===== config.mk =====
export PLATFORM = sky130hd
export DESIGN_NAME = bram_port_arbiter
export DESIGN_NICKNAME = d
export VERILOG_FILES = /design/src/rtl/bram_arb_pkg.sv /design/src/rtl/rr_arbiter_2.sv /design/src/rtl/bram_port_arbiter.sv
export SDC_FILE = /design/constraint.sdc
export NUM_CORES = 1
export LEC_CHECK = 0
export CORE_MARGIN = 8
export CORE_UTILIZATION = 25
export CTS_BUF_LIST = sky130_fd_sc_hd__clkbuf_8
export DETAILED_ROUTE_END_ITERATION = 8
export SLEW_MARGIN = 10
export SYNTH_ARGS = -nofsm -noshare
export SYNTH_HDL_FRONTEND = slang
export SYNTH_SLANG_ARGS = --single-unit

===== constraint.sdc =====
create_clock -name clk -period 2.45 [get_ports clk]
set_input_delay 0.245 -clock clk [delete_from_list [all_inputs] [get_ports clk]]
set_output_delay 0.245 -clock clk [all_outputs]
set_load 0.03 [all_outputs]

===== src/rtl/bram_arb_pkg.sv =====
// Shared widths, requester IDs and read-tag payload for the BRAM port arbiter.
package bram_arb_pkg;

   localparam int unsigned DEF_DATA_WIDTH = 16;
   localparam int unsigned DEF_ADDR_WIDTH = 10;

   localparam logic REQ0 = 1'b0;
   localparam logic REQ1 = 1'b1;

   localparam int unsigned RD_LATENCY = 2;

   // One stage of the read tag pipeline: occupancy plus originating requester
   typedef struct packed {
      logic valid;
      logic id;
   } rd_tag_t;

endpackage


===== src/rtl/rr_arbiter_2.sv =====
// Two-way round-robin arbiter with a one-bit priority pointer; ready is combinational.
module rr_arbiter_2
   import bram_arb_pkg::*;
(
   input  logic       clk,
   input  logic       rst_n,
   input  logic [1:0] valid,
   output logic [1:0] ready
);

   logic ptr_q;
   logic ptr_d;

   // Grant the lone requester, or the pointer's requester on contention
   always_comb begin
      ready = 2'b00;
      ptr_d = ptr_q;
      if (rst_n) begin
         case (valid)
            2'b01:   ready = 2'b01;
            2'b10:   ready = 2'b10;
            2'b11:   ready = (ptr_q == REQ1) ? 2'b10 : 2'b01;
            default: ready = 2'b00;
         endcase
         if (ready[0]) begin
            ptr_d = REQ1;
         end else if (ready[1]) begin
            ptr_d = REQ0;
         end
      end
   end

   always_ff @(posedge clk or negedge rst_n) begin
      if (!rst_n) begin
         ptr_q <= REQ0;
      end else begin
         ptr_q <= ptr_d;
      end
   end

endmodule


===== src/rtl/bram_port_arbiter.sv =====
// Shares one simple dual-port BRAM between two writers (port A) and two readers (port B),
// registering BRAM controls and returning tagged read data after a fixed latency.
module bram_port_arbiter
   import bram_arb_pkg::*;
#(
   parameter int unsigned DATA_WIDTH = DEF_DATA_WIDTH,
   parameter int unsigned ADDR_WIDTH = DEF_ADDR_WIDTH
) (
   input  logic                  clk,
   input  logic                  rst_n,
   input  logic                  wr0_valid,
   output logic                  wr0_ready,
   input  logic [ADDR_WIDTH-1:0] wr0_addr,
   input  logic [DATA_WIDTH-1:0] wr0_data,
   input  logic                  wr1_valid,
   output logic                  wr1_ready,
   input  logic [ADDR_WIDTH-1:0] wr1_addr,
   input  logic [DATA_WIDTH-1:0] wr1_data,
   input  logic                  rd0_valid,
   output logic                  rd0_ready,
   input  logic [ADDR_WIDTH-1:0] rd0_addr,
   input  logic                  rd1_valid,
   output logic                  rd1_ready,
   input  logic [ADDR_WIDTH-1:0] rd1_addr,
   output logic                  rd0_rsp_valid,
   output logic                  rd1_rsp_valid,
   output logic [DATA_WIDTH-1:0] rd_rsp_data,
   output logic                  bram_ena,
   output logic                  bram_wea,
   output logic [ADDR_WIDTH-1:0] bram_addra,
   output logic [DATA_WIDTH-1:0] bram_dia,
   output logic                  bram_enb,
   output logic [ADDR_WIDTH-1:0] bram_addrb,
   input  logic [DATA_WIDTH-1:0] bram_dob
);

   logic [1:0] wr_ready;
   logic [1:0] rd_ready;
   logic       wr_hs;
   logic       rd_hs;
   logic       wr_sel;
   logic       rd_sel;
   rd_tag_t    tag_q [RD_LATENCY];

   rr_arbiter_2 u_wr_arb (
      .clk   (clk),
      .rst_n (rst_n),
      .valid ({wr1_valid, wr0_valid}),
      .ready (wr_ready)
   );

   rr_arbiter_2 u_rd_arb (
      .clk   (clk),
      .rst_n (rst_n),
      .valid ({rd1_valid, rd0_valid}),
      .ready (rd_ready)
   );

   assign wr0_ready = wr_ready[0];
   assign wr1_ready = wr_ready[1];
   assign rd0_ready = rd_ready[0];
   assign rd1_ready = rd_ready[1];

   assign wr_hs  = |(wr_ready & {wr1_valid, wr0_valid});
   assign rd_hs  = |(rd_ready & {rd1_valid, rd0_valid});
   assign wr_sel = wr_ready[1] ? REQ1 : REQ0;
   assign rd_sel = rd_ready[1] ? REQ1 : REQ0;

   // Port A: one-cycle write strobe; address/data held until the next handshake
   always_ff @(posedge clk or negedge rst_n) begin
      if (!rst_n) begin
         bram_ena   <= 1'b0;
         bram_addra <= '0;
         bram_dia   <= '0;
      end else begin
         bram_ena <= wr_hs;
         if (wr_hs) begin
            bram_addra <= (wr_sel == REQ1) ? wr1_addr : wr0_addr;
            bram_dia   <= (wr_sel == REQ1) ? wr1_data : wr0_data;
         end
      end
   end

   assign bram_wea = bram_ena;

   // Port B: read strobe plus requester tag tracking the BRAM output register
   always_ff @(posedge clk or negedge rst_n) begin
      if (!rst_n) begin
         bram_enb   <= 1'b0;
         bram_addrb <= '0;
         for (int unsigned i = 0; i < RD_LATENCY; i++) begin
            tag_q[i] <= '0;
         end
      end else begin
         bram_enb <= rd_hs;
         if (rd_hs) begin
            bram_addrb <= (rd_sel == REQ1) ? rd1_addr : rd0_addr;
         end
         tag_q[0] <= '{valid: rd_hs, id: rd_sel};
         for (int unsigned i = 1; i < RD_LATENCY; i++) begin
            tag_q[i] <= tag_q[i-1];
         end
      end
   end

   assign rd0_rsp_valid = tag_q[RD_LATENCY-1].valid && (tag_q[RD_LATENCY-1].id == REQ0);
   assign rd1_rsp_valid = tag_q[RD_LATENCY-1].valid && (tag_q[RD_LATENCY-1].id == REQ1);
   assign rd_rsp_data   = bram_dob;

endmodule

==> results of run 1 <==
-- cells by family (layout without fill, tap and decap cells) --
kind of cell    after synthesis  in the layout
simple gates                 97             97
compound gates               45             45
flops                        43             43
buf+inv                      30            139
mux                           2              2
-- flip-flops by register name, indices dropped and copies added (netlist names) --
register and count:
bram_ena 1, tag_q 4, bram_addrb 10, bram_dia 16
u_wr_arb.ptr_q 1, u_rd_arb.ptr_q 1, bram_addra 10
-- cell usage in the layout, fill, tap and decap left out --
cell / count
buf_4: 9
clkdlybuf4s50_1: 119
dfrtp_1: 43
and2_1: 4
mux2i_1: 2
nand2b_1: 1
nor2_1: 29
a21boi_4: 2
a21bo_2: 1
and3_1: 8
o21a_2: 1
o21ai_2: 1
clkbuf_8: 5
a221o_1: 8
dlygate4sd3_1: 1
inv_1: 3
buf_2: 1
nor2b_1: 1
a21bo_1: 1
and2_2: 2
a31oi_1: 27
a21oi_1: 4
clkinv_2: 1
nand2_1: 52
-- cell type report --
class,count,share of cell area [%]
Clock buffer,5,2.06
Clock inverter,3,0.375
Inverter,1,0.112
Multi-Input combinational cell,144,23.1
Sequential cell,43,32.2
Tap cell,105,3.94
Timing Repair Buffer,130,38.2
-- routing by layer --
layer,part of all wire (%),up-vias,wire length [um]
met5,0,-,0
met4,3.1,0,217
met3,4.9,12,351
met2,51,69,3630
met1,41,910,2910
li1,-,938,-
-- final timing paths --
check,startpoint,to,slack [ns],depth (start not counted)
max in group asynchronous,rst_n,bram_addra[4],1.20,4
max reg2reg,u_wr_arb.ptr_q,bram_dia[6],0.97,4
max,rst_n,rd0_ready,0.14,5
min,rst_n,u_rd_arb.ptr_q,0.35,2
min reg2reg,tag_q[2],tag_q[0],0.38,0
min in group clk,tag_q[2],tag_q[0],0.38,0
-- metrics by stage --
step,worst slack (ns),utilization (%)
6_report,0.143,40.8
5_1_grt,0.0420,40.8
4_1_cts,0.133,40.8
3_5_place_dp,0.390,39.7
3_3_place_gp,0.410,39.7
2_1_floorplan,1.14,-
-- timing repair --
| action | in CTS | in global routing |
|---|---|---|
| hold endpoints to repair | 6 | 0 |
| hold buffers | 1 | 0 |
| gates resized for setup | 0 | 0 |
-- where the power goes --
group          switching (mW)  leakage (nW)  internal (mW)  total (mW)
clock network           0.241        0.0505          0.192       0.433
registers              0.0601         0.497          0.811       0.871
logic                   0.415         0.871          0.369       0.784
total                   0.716          1.42           1.37        2.09
==> flow_metrics.env, run 1 <==
export IMPL_status="complete, no violations"
export IMPL_floorplan_initialDensity_pct=25.6
export IMPL_fmax_ghz=0.434
export IMPL_met3_usage_pct=2.16
export IMPL_io_buffers=122
export IMPL_clk_latency_ns=0.29
export IMPL_async_flop_share_pct=100
export IMPL_worst_pin_slew_ns=0.518
export IMPL_ant_nets=0
export IMPL_grt_overflow=0
export IMPL_via_count=1929
export IMPL_ir_drop_v=0.000295
export IMPL_cts_buffers=5
export IMPL_cp_num_buf_inv=3
export IMPL_fin_worst_skew_ns=0.00730
export IMPL_synth_top_area_share_pct=51.3
export IMPL_fin_nets=419
export IMPL_wl_per_cell_um=16.5
export IMPL_hp_class="in2async"
export IMPL_hold_worst_slack_ns=0.346
export IMPL_cp_top_family="buffers and inverters"
export IMPL_gr_max_usage_layer="met2"
export IMPL_synth_seq_area_share_pct=51.3
export IMPL_multi_input_area_um2=771
export IMPL_drt_vias_per_instance=4.48
export IMPL_crit_type="in2out"
export IMPL_muxShareOfSynthArea_pct=0.955
export IMPL_antenna_found_initial=0
export IMPL_die_y_um=108
export IMPL_crit_fanout=9
export IMPL_drive_gt1_share_pct=7.06
export IMPL_dpl_cell_area_um2=3250
export IMPL_cts_htree_levels=2
export IMPL_setup_viol_count_final=0
export IMPL_cts_sinks=43
export IMPL_ios=155
export IMPL_cpPeakStageDelay_ns=0.69
export IMPL_dp_hpwl_mm=5.35
export IMPL_hold_violations=0
export IMPL_final_cell_area_um2=3340
export IMPL_synth_simple_gate_area_share_pct=19.4
export IMPL_dp_cells=422
export IMPL_cap_violations=0
export IMPL_core_um2=8180
export IMPL_yosysWarnings=0
export IMPL_ys_seq_elements=43
export IMPL_num_fill_cells=791
export IMPL_synth_most_common_cell="nand2_1"
export IMPL_synth_cell_type_count=21
export IMPL_clk_path_buf_depth=2
export IMPL_maxSlewViolCount=0
export IMPL_finalPower_mw=2.09
export IMPL_cts_root_buf="clkbuf_8"
export IMPL_syn_area_per_cell_um2=9.66
export IMPL_die_x_um=108
export IMPL_antennaDiodeCount=0
export IMPL_drt_pre_antenna_iters=4
export IMPL_synth_edf_count=0
export IMPL_grt_first_pass_wirelength_mm=11.2
export IMPL_yosysTopAreaCell="dfrtp_1"
export IMPL_wl_mm=7.11
export IMPL_rows=33
export IMPL_drt_iter0_drc=92
export IMPL_finalCritPeriodShare_pct=94.1
export IMPL_synth_commonest_cells="52 x nand2_1, 43 x dfrtp_1, 29 x nor2_1"
export IMPL_grt_use_met1_pct=14.4
export IMPL_grt_max_degree=54
export IMPL_syn_nets=311
export IMPL_die_area_um2=11600
export IMPL_cts_tree="built"
export IMPL_seqCellArea_um2=1080
export IMPL_synth_compound_area_share_pct=16.4
export IMPL_drc=0
export IMPL_netlist_top_cells_area="dfrtp_1 51%, nand2_1 9.3%, a31oi_1 8.1%, buf_4 6.4%, nor2_1 5.2%"
export IMPL_finalNonFillerCells=431
export IMPL_grt_usage_pct=12.2
export IMPL_max_slew_margin_rel_pct=65.5
export IMPL_gp_congestion=0.753
export IMPL_post_cts_repair_setup_buffers=0
export IMPL_synth_flop_cell="dfrtp_1"
export IMPL_slowest_stage="clkdlybuf4s50_1"
export IMPL_first_global_vias=2095
export IMPL_end_kind="primary output"
export IMPL_min_period_ns=2.31
export IMPL_cellPowerDensity_nw_per_um2=626
export IMPL_synth_xor_area_share_pct=0
export IMPL_cts_clk_slew_worst_paths_ns=0.09
export IMPL_synth_area_um2=2100
export IMPL_worstPathRequired_ns=2.20
export IMPL_cp_start_kind="primary input"
export IMPL_synth_fa_ha_area_share_pct=0
export IMPL_crit_path_cell_trace="dlygate4sd3_1 > buf_2 > and2_1 > a21boi_4 > clkdlybuf4s50_1"
export IMPL_rsz0062_at_grt="false"
export IMPL_synth_top_family_by_area="simple AND/OR/NAND/NOR gates"
export IMPL_worst_ep_arrival_time_ns=2.06
export IMPL_postSynthCellCount=217
export IMPL_use_met2_pct=20.9
export IMPL_leakagePower_nw=1.42
export IMPL_area_growth_pct=59.2
export IMPL_setup_tns_ns=0
(Power assumes the default switching activity.)
==> run 2: changes to the inputs <==
SKIP_CTS_REPAIR_TIMING = 1   (was default)
SYNTH_HIERARCHICAL = 1   (was default)
==> run 2 against run 1 <==
  * Clock skew is 0.0038 ns lower
  * Utilization is 0.23 points higher
  * Final cell count is 13% lower
==> flow_metrics.env, run 2 <==
export IMPL_gp_congestion=0.680
export IMPL_antennaDiodeCount=0
export IMPL_p_clk_share_pct=16.8
export IMPL_fin_nets=362
export IMPL_clk_path_buf_depth=2
export IMPL_cts_sinks=43
export IMPL_worst_pin_slew_ns=0.470
export IMPL_dp_hpwl_mm=4.65
export IMPL_yosysTopAreaCell="dfrtp_1"
export IMPL_yosysWarnings=6
export IMPL_area_growth_pct=58.9
export IMPL_drt_vias_per_instance=4.31
export IMPL_postSynthCellCount=158
export IMPL_ios=155
export IMPL_rows=34
export IMPL_finalPower_mw=2.70
export IMPL_synth_top_area_share_pct=47.8
export IMPL_setup_tns_ns=0
export IMPL_final_setup_worst_slack_ns=0.211
export IMPL_synth_most_common_cell="mux2_2"
export IMPL_maxSlewViolCount=0
export IMPL_crit_type="in2out"
export IMPL_comb_power_share_pct=46.7
export IMPL_fin_worst_skew_ns=0.00354
export IMPL_worst_ep_arrival_time_ns=1.99
export IMPL_regMostFlops="bram_dia"
export IMPL_fmax_ghz=0.447
export IMPL_antenna_found_initial=0
export IMPL_grt_first_pass_wirelength_mm=9.81
export IMPL_wl_mm=5.95
export IMPL_grt_max_degree=28
export IMPL_cts_clk_slew_worst_paths_ns=0.08
export IMPL_cts_root_buf="clkbuf_8"
export IMPL_first_global_vias=1912
export IMPL_end_kind="primary output"
export IMPL_pre_cts_slack_ns=0.340
export IMPL_worstPathRequired_ns=2.20
export IMPL_setup_viol_count_final=0
export IMPL_final_common_cell="clkdlybuf4s50_1"
export IMPL_cp_start_kind="primary input"
export IMPL_grt_usage_pct=9.67
export IMPL_netlist_top_cells_area="dfrtp_1 48%, mux2_2 26%, mux2_4 13%, buf_4 5.7%, buf_6 2.0%"
export IMPL_crit_path_cell_trace="dlygate4sd3_1 > buf_2 > nand2_1 > a21oi_1 > clkdlybuf4s50_1"
export IMPL_syn_area_per_cell_um2=14.3
export IMPL_ir_drop_v=0.000331
export IMPL_max_slew_margin_rel_pct=68.7
export IMPL_async_flop_share_pct=100
export IMPL_cap_violations=0
export IMPL_finalNonFillerCells=376
export IMPL_grt_overflow=0
export IMPL_ant_nets=0
export IMPL_cts_tree="built"
export IMPL_drc=0
export IMPL_wl_per_cell_um=15.8
export IMPL_cpPeakStageDelay_ns=0.72
export IMPL_reg_top3="bram_dia x16, bram_addra x10, bram_addrb x10"
export IMPL_ys_seq_elements=43
export IMPL_hp_class="in2async"
export IMPL_die_x_um=111
export IMPL_slowest_stage="clkdlybuf4s50_1"
export IMPL_core_um2=8720
export IMPL_die_y_um=111
export IMPL_drt_pre_antenna_iters=4
export IMPL_syn_nets=252
export IMPL_dp_cells=368
export IMPL_leakagePower_nw=1.46
export IMPL_cts_buffers=5
export IMPL_die_area_um2=12300
export IMPL_p_seq_share_pct=36.5
export IMPL_hold_violations=0
export IMPL_floorplan_initialDensity_pct=25.8
export IMPL_crit_fanout=8
export IMPL_cts_htree_levels=2
export IMPL_synth_edf_count=0
export IMPL_synth_cell_type_count=14
export IMPL_status="complete, no violations"
export IMPL_io_buffers=122
export IMPL_synth_flop_cell="dfrtp_1"
export IMPL_clk_latency_ns=0.29
export IMPL_p_switching_mw=0.932
export IMPL_via_count=1622
export IMPL_synth_area_um2=2250
export IMPL_synth_seq_area_share_pct=47.8
export IMPL_largest_register_ffs=16
export IMPL_synth_commonest_cells="53 x mux2_2, 43 x dfrtp_1, 19 x mux2_4"
export IMPL_drive_gt1_share_pct=34.0
export IMPL_finalCritPeriodShare_pct=91.4
export IMPL_cellPowerDensity_nw_per_um2=755
export IMPL_drt_iter0_drc=18
export IMPL_switching_share_pct=34.5
export IMPL_rsz0062_at_grt="false"
export IMPL_p_int_mw=1.77
export IMPL_layout_common_cells="119 x clkdlybuf4s50_1, 53 x mux2_2, 43 x dfrtp_1"
export IMPL_min_period_ns=2.24
[run 2: cell types whose count changed in the layout (fill, tap and decap cells not counted), moves of 4 or more]
cell     before  now
a221o_1       8    0
nor2_1       29    0
and3_1        8    2
buf_4         9    5
mux2_4        0   19
nand2_1      52    4
a31oi_1      27    0
mux2_2        0   53
[run 2: routing by layer]
| layer | wire [um] | track usage, % | vias to the layer above |
|---|---|---|---|
| met5 | 0 | 0 | - |
| met4 | 67 | 2.70 | 0 |
| met1 | 2400 | 10.8 | 783 |
| met2 | 2930 | 16.0 | 69 |
| li1 | - | - | 757 |
| met3 | 547 | 4.49 | 13 |
[run 2: worst paths after layout]
path	slack (ns)	depth (start not counted)	to	start
max	0.21	5	wr0_ready	rst_n
min	0.31	2	u_rd_arb/ptr_q	rst_n
max reg2reg	0.83	5	bram_addra[3]	u_wr_arb/ptr_q
min reg2reg	0.35	0	tag_q[0]	tag_q[2]
max in group asynchronous	1.57	3	bram_dia[12]	rst_n
min in group clk	0.35	0	tag_q[0]	tag_q[2]
[run 2: metrics by stage]
step                hold slack (ns)  area, um^2  util, %
floorplan                   -0.0506        2250        -
global placement             0.0883        3480     39.9
detailed placement           0.0877        3480     39.9
CTS                          -0.235        3570     40.9
global route                  0.303        3580     41.0
finish                        0.311        3580     41.0
[run 2: power by group through the flow]
stage / Clock (mW) / Combinational (mW) / Sequential, mW
2_1_floorplan: 0 / 0.395 / 1.34
3_3_place_gp: 0 / 1.27 / 0.998
3_5_place_dp: 0 / 1.28 / 0.997
4_1_cts: 0.482 / 1.29 / 0.989
5_1_grt: 0.510 / 1.33 / 1.01
6_report: 0.455 / 1.26 / 0.986
[run 2: final cells by class]
class	count	area, um^2
Inverter	2	7.51
Timing Repair Buffer	128	1280
Clock buffer	6	82.6
Tap cell	108	135
Clock inverter	1	5.00
Fill cell	828	5140
Multi-Input combinational cell	88	990
Sequential cell	43	1080
[run 2: cells by family (layout without fill, tap and decap cells)]
| group | after synthesis | after routing | synth area share [%] |
|---|---|---|---|
| multiplexers | 72 | 72 | 39.1 |
| flip-flops | 43 | 43 | 47.8 |
| buffers and inverters | 27 | 137 | 8.88 |
| AO/OA/AOI/OAI | 8 | 8 | 2.44 |
| AND/OR/NAND/NOR | 8 | 8 | 1.78 |
[run 2: critical path: cells and delay by family]
family          cells  cell delay, ns
compound gates      1            0.20
buf+inv             3            1.43
simple gates        1            0.12
